**src/rtl/bist_vector_counter.sv**
```systemverilog
// Vector index and settle-time counter for the gate BIST engine.
// sample_now marks the final settle cycle, so the next cycle is the sample cycle.
module bist_vector_counter #(
  parameter int N_IN   = 2,
  parameter int SETTLE = 2
) (
  input  logic            clk,
  input  logic            rst_n,
  input  logic            load,
  input  logic            advance,
  output logic [N_IN-1:0] idx,
  output logic            last_vec,
  output logic            sample_now
);

  localparam logic [3:0] SETTLE_L = 4'(SETTLE);

  logic [N_IN-1:0] idx_reg;
  logic [3:0]      cnt_reg;

  always_ff @(posedge clk or negedge rst_n) begin
    if (!rst_n) begin
      idx_reg <= '0;
      cnt_reg <= '0;
    end else if (load) begin
      idx_reg <= '0;
      cnt_reg <= SETTLE_L;
    end else if (advance) begin
      idx_reg <= idx_reg + 1'b1;
      cnt_reg <= SETTLE_L;
    end else if (cnt_reg != 4'd0) begin
      cnt_reg <= cnt_reg - 4'd1;
    end
  end

  assign idx        = idx_reg;
  assign last_vec   = &idx_reg;
  assign sample_now = (cnt_reg == 4'd1);

endmodule

```
**config.mk**
```make
export PLATFORM = sky130hd
export DESIGN_NAME = bist_vector_counter
export DESIGN_NICKNAME = d
export VERILOG_FILES = /design/src/rtl/bist_vector_counter.sv
export SDC_FILE = /design/constraint.sdc
export NUM_CORES = 1
export LEC_CHECK = 0
export CAP_MARGIN = 0
export CORE_AREA = 2 2 39 41
export DETAILED_ROUTE_END_ITERATION = 16
export DIE_AREA = 0 0 41 43
export PLACE_DENSITY_LB_ADDON = 0.05
export RECOVER_POWER = 25
export SYNTH_ARGS = -nofsm -noshare
export SYNTH_HDL_FRONTEND = slang
export SYNTH_SLANG_ARGS = --single-unit
```
**constraint.sdc**
```tcl
create_clock -name clk -period 3 [get_ports clk]
set_clock_uncertainty 0.1 [all_clocks]
set_input_delay 0.6 -clock clk [delete_from_list [all_inputs] [get_ports clk]]
set_output_delay 0.6 -clock clk [all_outputs]
set_load 0.05 [all_outputs]
```
**Yosys cells after proc, flatten, opt, wreduce, memory -nomap -nowiden**

Cells that the tools add are included.
Widths: inputs -> output; s select.

- Add/sub/neg operators: 2
- Eq/ne operators: 1
- Muxes and demuxes: 5
- Reductions and logical operators: 4

Operators with widths:

| cell | number |
|---|---|
| $mux 4 | 3 |
| $eq 4x1->1 const B | 1 |
| $mux 2 | 2 |
| $reduce_bool 4->1 | 1 |
| $sub 4x1->4 const B | 1 |
| $reduce_bool 3->1 | 1 |
| $add 2x1->2 const B | 1 |
| $reduce_and 2->1 | 1 |
| $reduce_bool 2->1 | 1 |

- Register bits after elaboration: 6
- Input port bits: 4
- Output and inout port bits: 4

**Logic depth before layout (Yosys ltp)**

Gate-level depths: netlist of run 1.

- Word-level depth: 4
- Gate-level depth with buffers: 4

**Worst setup path before layout of run 1**

OpenSTA, ideal clock, no wires.

- Path kind: register to output
- Start point: register cnt_reg[1]
- End point: output sample_now
- Arrival: 1,712 ps
- Setup slack: 588 ps
- Cell stages (with the launch flop): 4
- Path through: dfrtp_1 > inv_1 > ha_1 > nor3b_1

- Longest elaborated chain between the ends: 1

RTL lines:

| what | RTL line | source |
|---|---|---|
| start: declaration | 19 | `logic [3:0] cnt_reg;` |
| start signal: assignment | 32 | `cnt_reg <= cnt_reg - 4'd1;` |
| $eq 4x1->1 | 38 | `assign sample_now = (cnt_reg == 4'd1);` |
| end: declaration | 13 | `output logic sample_now` |

No other way between the ends.

**Final worst setup path of run 1**

Ends and elaborated chain as after synthesis.

==> qor.csv, run 1 <==
metric,value,unit
run status,completed,
clock transition at the register clock pins on the worst setup and hold paths after CTS,0.04,ns
leading cell types by total area after synthesis,"dfrtp_1 42%, ha_1 10%, nor3b_1 8.3%",
area fraction in compound gates after synthesis,2.08,%
area share of and/or/nand/nor cells after synthesis,23.5,%
number of endpoints failing setup at the final stage,0,
count of boundary I/O pins,8,
worst reg-to-reg path cell count,4,
endpoint required time on the critical path,2.30,ns
adder-cell area share of the yosys netlist,10.4,%
leakage,0.000200,uW
final net count,49,
"flip-flop count of the largest register, all copies and words added",4,
Post-Synthesis Cells,32,
Detailed Route Iter0 Violations,2,
worst setup path class,register to output pin,
worst reg2reg startpoint,cnt_reg[0],
Inserted Clock Buffers,3,
maximum VDD drop,177,uV
number of pins with negative max-slew slack in the final report,0,
via count of the first global-routing pass,268,
height of the die,43,um
worst max-slew margin expressed relative to the limit,67.0,%
Critical Path Source,cnt_reg[1],
global-route wire length before repair,1210,um
Site Rows,14,
worst-case hold slack,0.464,ns
area share of the leading cell type in the synthesized netlist,41.5,%
placed wire-length estimate,523,um
antenna violations before repair,0,
cell area after synthesis,362,sq um
Worst R2R Setup Slack,1.48,ns
latest clock arrival within the worst-skew pair,0.24,ns
overall via count from detail_route,265,
main flop type after synthesis,dfrtp_1,
Crit path arrival time,1.86,ns
list of most frequent post-synthesis cells,"6 x dfrtp_1, 4 x nor3b_1, 3 x ha_1, 3 x nor3_1",
final worst path period share,85.3,%
proportion of register bits with asynchronous set or reset after synthesis,100,%
mean routed wirelength per cell,11.9,um
CTS tree,yes,
number of buffers inserted by post-CTS setup repair,0,
Critical Path Sink,sample_now,
type of destination of the critical path,output pin,
combinational family with the most area after synthesis,simple AND/OR/NAND/NOR gates,
antenna diode instance count,0,
xor and xnor area share after synthesis,2.42,%
setup ws final,0.441,ns
total of cells resized after clock tree synthesis,0,
total length of routed wires,665,um
total number of clock tree sinks,6,
via density per instance,4.73,
CTS Root Cell,clkbuf_4,
number of warnings reported in the yosys synthesis log,0,
cell taking the most area after synthesis,dfrtp_1,
chip width,41,um
RSZ-0062 raised after global routing,false,
Layout area overhead,24.9,%
sort of element at the start of the critical path,register,
initial standard-cell utilization of the core,26.1,%
floorplan core area,0.00138,sq mm
Pre-antenna DRT Iters,2,
placer's final routability congestion estimate,0.620,
share of cells above drive strength 1,10.0,%
count of flip-flops with a built-in enable after synthesis,0,
average size of a mapped cell,11.3,sq um
number of levels the H-tree was split into,1,
hold violation count in the final report,0,
Sum Neg Setup Slack,0,ns
DRC viols,0,
number of unique standard cell types used by synthesis,15,
maximum achievable frequency,391,MHz
slew at the pin closest to its max-slew limit,0.493,ns
number of buffers added on ports,7,
number of flip-flops and latches in the synthesized netlist,6,
hold bufs inserted after CTS,0,
pin count of the biggest net entering global routing,10,
leftover overflow at the end of global routing,0,
PwrDens,465,mW/mm^2
Maximum Capacitance Violations,0,
mux cell area share after synthesis,11.8,%
kind of path behind the tightest hold check,register to register,
endpoint of the lowest-slack register-to-register path,cnt_reg[0],
fraction of the yosys area taken by sequential cells,41.5,%
fin crit period,2.56,ns
total global routing track utilization,10.8,%
Post-Synthesis Net Count,39,
largest fanout on the critical path,3,
antenna-violating nets left,0,
placement-stage worst setup slack,0.700,ns
most frequent cell after synthesis,dfrtp_1,
die area,0.00176,sq mm
number of buffers on the longest clock path,2,
cells in the final DEF (no fill, tap or decap), types with 2 or more instances in the layout:
| cell type | netlist | final |
|---|---|---|
| clkbuf_4 | 0 | 3 |
| clkdlybuf4s50_1 | 0 | 6 |
| dfrtp_1 | 6 | 6 |
| ha_1 | 3 | 3 |
| inv_1 | 2 | 2 |
| mux2_1 | 2 | 2 |
| mux2i_1 | 2 | 2 |
| nor2_1 | 2 | 2 |
| nor3_1 | 3 | 3 |
| nor3b_1 | 4 | 4 |
through the flow:
| step | power (uW) | cells | util [%] | area, sq um |
|---|---|---|---|---|
| after CTS | 216 | 56 | 32.6 | 452 |
| final | 210 | 56 | 32.6 | 452 |
| after detailed placement | 140 | 53 | 31.0 | 429 |
| after floorplan | 126 | 32 | - | 362 |
| after global placement | 138 | 53 | 31.0 | 429 |
| after global routing | 227 | 56 | 32.6 | 452 |
worst max-delay path, stage by stage (launching register included):
cell	delay, ns
dfrtp_1	0.38
inv_1	0.08
ha_1	0.13
nor3b_1	0.19
clkdlybuf4s50_1	0.83
metal layers:
layer / wire (um) / part of all wire [%] / global-route usage, %
met5: 0 / 0 / 0
met4: 6 / 0.90 / 8.00
met2: 358 / 54 / 16.3
met3: 37 / 5.6 / 3.14
met1: 263 / 40 / 12.2
logic make-up (layout without fill, tap and decap cells):
kind of cell	Yosys count	after routing
and+or+nand+nor	13	13
DFF	6	6
muxes	4	4
buffers and inverters	4	12
adders and majority gates	3	3
AOI/OAI and AO/OA	1	1
xor gates and xnor gates	1	1
report_power, final:
group	internal (uW)	switching, uW	leakage [uW]
Clock	45.1	26.9	0.0000138
Sequential	86.5	5.38	0.0000772
Combinational	19.6	26.3	0.000109
Total	151	58.6	0.000200
final cells by class:
| type | count | area, sq um |
|---|---|---|
| fillers | 154 | 932 |
| multi-input cells | 22 | 181 |
| flip-flops and latches | 6 | 150 |
| repair buffers | 7 | 70.1 |
| clock buffers | 3 | 22.5 |
| well taps | 16 | 20.0 |
| inverters | 2 | 7.51 |
worst min-delay path by stage:
stage	to	startpoint	cells after the start
4_1_cts	cnt_reg[1]	cnt_reg[1]	2
5_1_grt	cnt_reg[1]	cnt_reg[1]	2
3_3_place_gp	idx[1]	idx[1]	2
6_report	cnt_reg[1]	cnt_reg[1]	2
3_5_place_dp	cnt_reg[1]	cnt_reg[1]	2
2_1_floorplan	cnt_reg[0]	rst_n	0
Power figures use the tool's default switching activity.
==> run 2, diff against run 1 <==
--- a/config.mk
+++ b/config.mk
@@ -6,9 +6,9 @@
 export NUM_CORES = 1
 export LEC_CHECK = 0
 export CAP_MARGIN = 0
-export CORE_AREA = 2 2 39 41
+export CORE_MARGIN = 1
+export CORE_UTILIZATION = 25
 export DETAILED_ROUTE_END_ITERATION = 16
-export DIE_AREA = 0 0 41 43
 export PLACE_DENSITY_LB_ADDON = 0.05
 export RECOVER_POWER = 25
 export SYNTH_ARGS = -nofsm -noshare
==> run 2 against run 1 <==
Total power is 0.73% lower. Count of clock-buffer cells in the layout stayed put. Sequential share of layout area is 0.092 points higher. Combinational power hardly changed. First-iteration DRC count is 50% higher. Via count is 1.5% lower. Highest routed layer is now met3.
==> qor.csv, run 2 (synthesized netlist as in run 1, its figures left out) <==
metric,value,unit
hold endpoint,idx[0],
mean routed wirelength per cell,11.5,um
Detailed Route Iter0 Violations,3,
number of buffers added on ports,7,
share of cells above drive strength 1,10.0,%
DRC viols,0,
uppermost metal layer occupied by signal nets,met3,
Hold Path Origin,idx[0],
kind of path behind the tightest hold check,register to register,
worst reg2reg startpoint,cnt_reg[0],
antenna violations before repair,0,
crit path max-delay cell type,clkdlybuf4s50_1,
endpoint of the lowest-slack register-to-register path,cnt_reg[0],
Crit path arrival time,1.83,ns
total length of routed wires,633,um
clock transition at the register clock pins on the worst setup and hold paths after CTS,0.04,ns
placed wire-length estimate,485,um
Layout area overhead,24.6,%
leftover overflow at the end of global routing,0,
number of pins with negative max-slew slack in the final report,0,
final worst path period share,84.5,%
via density per instance,4.75,
slew at the pin closest to its max-slew limit,0.493,ns
Maximum Capacitance Violations,0,
worst reg-to-reg path cell count,4,
Pre-antenna DRT Iters,2,
total of cells resized after clock tree synthesis,0,
floorplan core area,0.00132,sq mm
Site Rows,13,
count of boundary I/O pins,8,
chip width,40.0,um
fin crit period,2.53,ns
CTS Root Cell,clkbuf_4,
met2 wire length,354,um
"flip-flop count of the largest register, all copies and words added",4,
number of endpoints failing setup at the final stage,0,
placer's final routability congestion estimate,0.588,
RSZ-0062 raised after global routing,false,
latest clock arrival within the worst-skew pair,0.24,ns
hold bufs inserted after CTS,0,
overall via count from detail_route,261,
maximum achievable frequency,395,MHz
leakage,0.000200,uW
Inserted Clock Buffers,3,
run status,completed,
number of buffers inserted by post-CTS setup repair,0,
Worst R2R Setup Slack,1.49,ns
WHS Path Cells,2,
number of levels the H-tree was split into,1,
total global routing track utilization,10.7,%
worst setup path class,register to output pin,
antenna-violating nets left,0,
PwrDens,462,mW/mm^2
Sum Neg Setup Slack,0,ns
antenna diode instance count,0,
pin count of the biggest net entering global routing,10,
Crit path buffers/inverters,2,
Overall Power,208,uW
"Critical Path, Cell by Cell",inv_1 -> ha_1 -> nor3b_1 -> clkdlybuf4s50_1,
number of buffers on the longest clock path,2,
height of the die,40.0,um
sort of element at the start of the critical path,register,
"commonest cells after routing, fill and taps aside","6 x dfrtp_1, 6 x clkdlybuf4s50_1, 4 x nor3b_1",
type of destination of the critical path,output pin,
"Largest delay share family, worst path",buffers and inverters,
initial standard-cell utilization of the core,27.4,%
routed length on met1,252,um
die area,0.00160,sq mm
maximum VDD drop,201,uV
endpoint required time on the critical path,2.30,ns
global-route wire length before repair,1060,um
largest incremental delay on the critical path,0.83,ns
via count of the first global-routing pass,254,
final net count,49,
hold violation count in the final report,0,
largest fanout on the critical path,3,
CTS tree,yes,
worst max-slew margin expressed relative to the limit,67.0,%
total number of clock tree sinks,6,
routed wl met3,25,um
## run 2: area by class of cell
type	instances	area [sq um]
fill	142	867
clock buffer	3	22.5
inverter	2	7.51
timing repair buffer	7	70.1
multi-input combinational	22	181
tap	15	18.8
sequential	6	150
## run 2: worst max path at each step
stage	start	end	slack (ns)	cells after the start
after floorplan	cnt_reg[1]	sample_now	0.59	3
after global placement	cnt_reg[1]	sample_now	0.75	4
after detailed placement	cnt_reg[1]	sample_now	0.73	4
after CTS	cnt_reg[1]	sample_now	0.45	4
after global routing	cnt_reg[1]	sample_now	0.34	4
final	cnt_reg[1]	sample_now	0.47	4
## run 2: layer usage
metal,up-vias,track usage [%]
met2,6,19.4
met1,125,11.0
met4,0,0
li1,130,-
met3,0,6.67
met5,-,0
## run 2: report_power, final
part,total (uW),switching (uW),internal [uW]
combinational,45.8,26.3,19.5
sequential,91.9,5.41,86.5
clock,70.5,25.5,45.0
## run 2: stage by stage
step                setup slack [ns]  cell area [sq um]  hold slack (ns)  util, %  instances
floorplan                      0.588                362            0.204        -         32
global placement               0.752                428            0.438     32.5         52
detailed placement             0.726                428            0.461     32.5         52
CTS                            0.448                450            0.474     34.2         55
global route                   0.341                450            0.493     34.2         55
finish                         0.466                450            0.469     34.2         55
## run 2: worst min-delay path, cell delays in order, from the launching register on
cell     delay (ns)
dfrtp_1        0.37
xnor2_1        0.08
nor2_1         0.08
==> run 3, diff against run 2 <==
==> constraint.sdc (replaced) <==
create_clock -name clk -period 2 [get_ports clk]
set_clock_uncertainty 0.1 [all_clocks]
set_input_delay 0.4 -clock clk [delete_from_list [all_inputs] [get_ports clk]]
set_output_delay 0.4 -clock clk [all_outputs]
set_load 0.05 [all_outputs]
==> run 3 against run 2 <==
Clock power grew 56%. Routed wire length shrank 5.1%. Non-clock buffer count is the same. First-iteration DRC count grew 130%. Combinational power grew 51%. Global-route usage grew 0.58 points. Final cell count is the same. Critical path type unchanged. Largest power group unchanged. Highest routed layer unchanged.
==> qor.csv, run 3 (synthesized netlist as in run 1, its figures left out) <==
metric,value,unit
placement-stage worst setup slack,0.299,ns
Detailed Route Iter0 Violations,7,
antenna-violating nets left,0,
worst setup path class,register to output pin,
share of cells above drive strength 1,22.5,%
worst reg2reg startpoint,cnt_reg[0],
Fill cells,130,
endpoint of the lowest-slack register-to-register path,cnt_reg[0],
Worst R2R Setup Slack,0.49,ns
total of cells resized after clock tree synthesis,0,
CTS tree,yes,
Inserted Clock Buffers,3,
antenna violations before repair,0,
count of boundary I/O pins,8,
height of the die,40.0,um
overall via count from detail_route,252,
largest incremental delay on the critical path,0.39,ns
via count of the first global-routing pass,250,
leakage,0.000215,uW
Site Rows,13,
clock transition at the register clock pins on the worst setup and hold paths after CTS,0.04,ns
largest fanout on the critical path,3,
chip width,40.0,um
maximum achievable frequency,575,MHz
run status,completed,
"non-filler cells, final",55,
crit path max-delay cell type,dfrtp_1,
number of buffers inserted by post-CTS setup repair,0,
"flip-flop count of the largest register, all copies and words added",4,
Maximum Capacitance Violations,0,
number of buffers on the longest clock path,2,
die area,0.00160,sq mm
DRC viols,0,
Crit path arrival time,1.24,ns
leftover overflow at the end of global routing,0,
number of endpoints failing setup at the final stage,0,
maximum VDD drop,319,uV
kind of path behind the tightest hold check,input port to async pin,
hold violation count in the final report,0,
pin count of the biggest net entering global routing,10,
total number of clock tree sinks,6,
Layout area overhead,26.6,%
Critical Path Sink,sample_now,
placed instance count,52,
initial standard-cell utilization of the core,27.4,%
global-route wire length before repair,1100,um
hold bufs inserted after CTS,0,
sort of element at the start of the critical path,register,
fin crit period,1.74,ns
number of buffers added on ports,7,
number of pins with negative max-slew slack in the final report,0,
latest clock arrival within the worst-skew pair,0.24,ns
type of destination of the critical path,output pin,
CTS Root Cell,clkbuf_4,
endpoint required time on the critical path,1.50,ns
final worst path period share,86.9,%
placer's final routability congestion estimate,0.696,
Critical Path Source,cnt_reg[1],
Pre-antenna DRT Iters,2,
mean routed wirelength per cell,10.9,um
total global routing track utilization,11.3,%
RSZ-0062 raised after global routing,false,
final net count,49,
"Critical Path, Cell by Cell",inv_1 -> ha_1 -> nor3b_2 -> buf_12,
worst max-slew margin expressed relative to the limit,76.5,%
PwrDens,692,mW/mm^2
worst reg-to-reg path cell count,4,
antenna diode instance count,0,
final core utilization,34.8,%
via density per instance,4.58,
floorplan core area,0.00132,sq mm
total length of routed wires,601,um
number of levels the H-tree was split into,1,
"leading cell type in the layout, fill and taps excluded",dfrtp_1,
slew at the pin closest to its max-slew limit,0.351,ns
Sum Neg Setup Slack,0,ns
setup ws final,0.262,ns
placed wire-length estimate,456,um
==> run 3: worst min-delay path by stage <==
stage / endpoint / slack [ns] / from
after floorplan: cnt_reg[0] / 0.004 / rst_n
after global placement: idx[1] / 0.44 / idx[1]
after detailed placement: idx[1] / 0.46 / idx[1]
after CTS: idx[0] / 0.29 / rst_n
after global routing: idx[0] / 0.36 / rst_n
final: idx[0] / 0.36 / rst_n
==> run 3: cell type report <==
cell class                      count  area, sq um  area share, %
Clock buffer                        3         22.5           4.92
Inverter                            2         7.51           1.64
Multi-Input combinational cell     22          186           40.7
Sequential cell                     6          150           32.8
Tap cell                           15         18.8           4.10
Timing Repair Buffer                7         72.6           15.8
==> run 3: stage by stage <==
stage / instance area (sq um) / total power (uW) / hold slack (ns)
floorplan: 367 / 189 / 0.00441
global placement: 435 / 209 / 0.443
detailed placement: 435 / 210 / 0.456
CTS: 458 / 326 / 0.294
global route: 458 / 341 / 0.363
finish: 458 / 317 / 0.364
==> run 3: power by group <==
| part | internal [uW] | leakage, uW | switching [uW] |
|---|---|---|---|
| registers | 130 | 0.0000772 | 8.15 |
| logic | 29.2 | 0.000124 | 40.0 |
| clock network | 67.8 | 0.0000138 | 42.1 |
| total | 227 | 0.000215 | 90.3 |
==> run 3: per-layer routing <==
metal / global-route usage, % / vias up / wire (um)
met5: 0 / - / 0
met4: 7.76 / 0 / 0
met3: 6.67 / 0 / 34
met2: 12.9 / 8 / 267
met1: 15.1 / 117 / 299
li1: - / 127 / -
==> run 3: critical path, delay by kind of cell (launching register included) <==
kind	cells	cell delay [ns]
AND/OR/NAND/NOR	1	0.22
adder cells (fa/ha/maj)	1	0.13
buffers and inverters	2	0.26
flip-flops	1	0.39
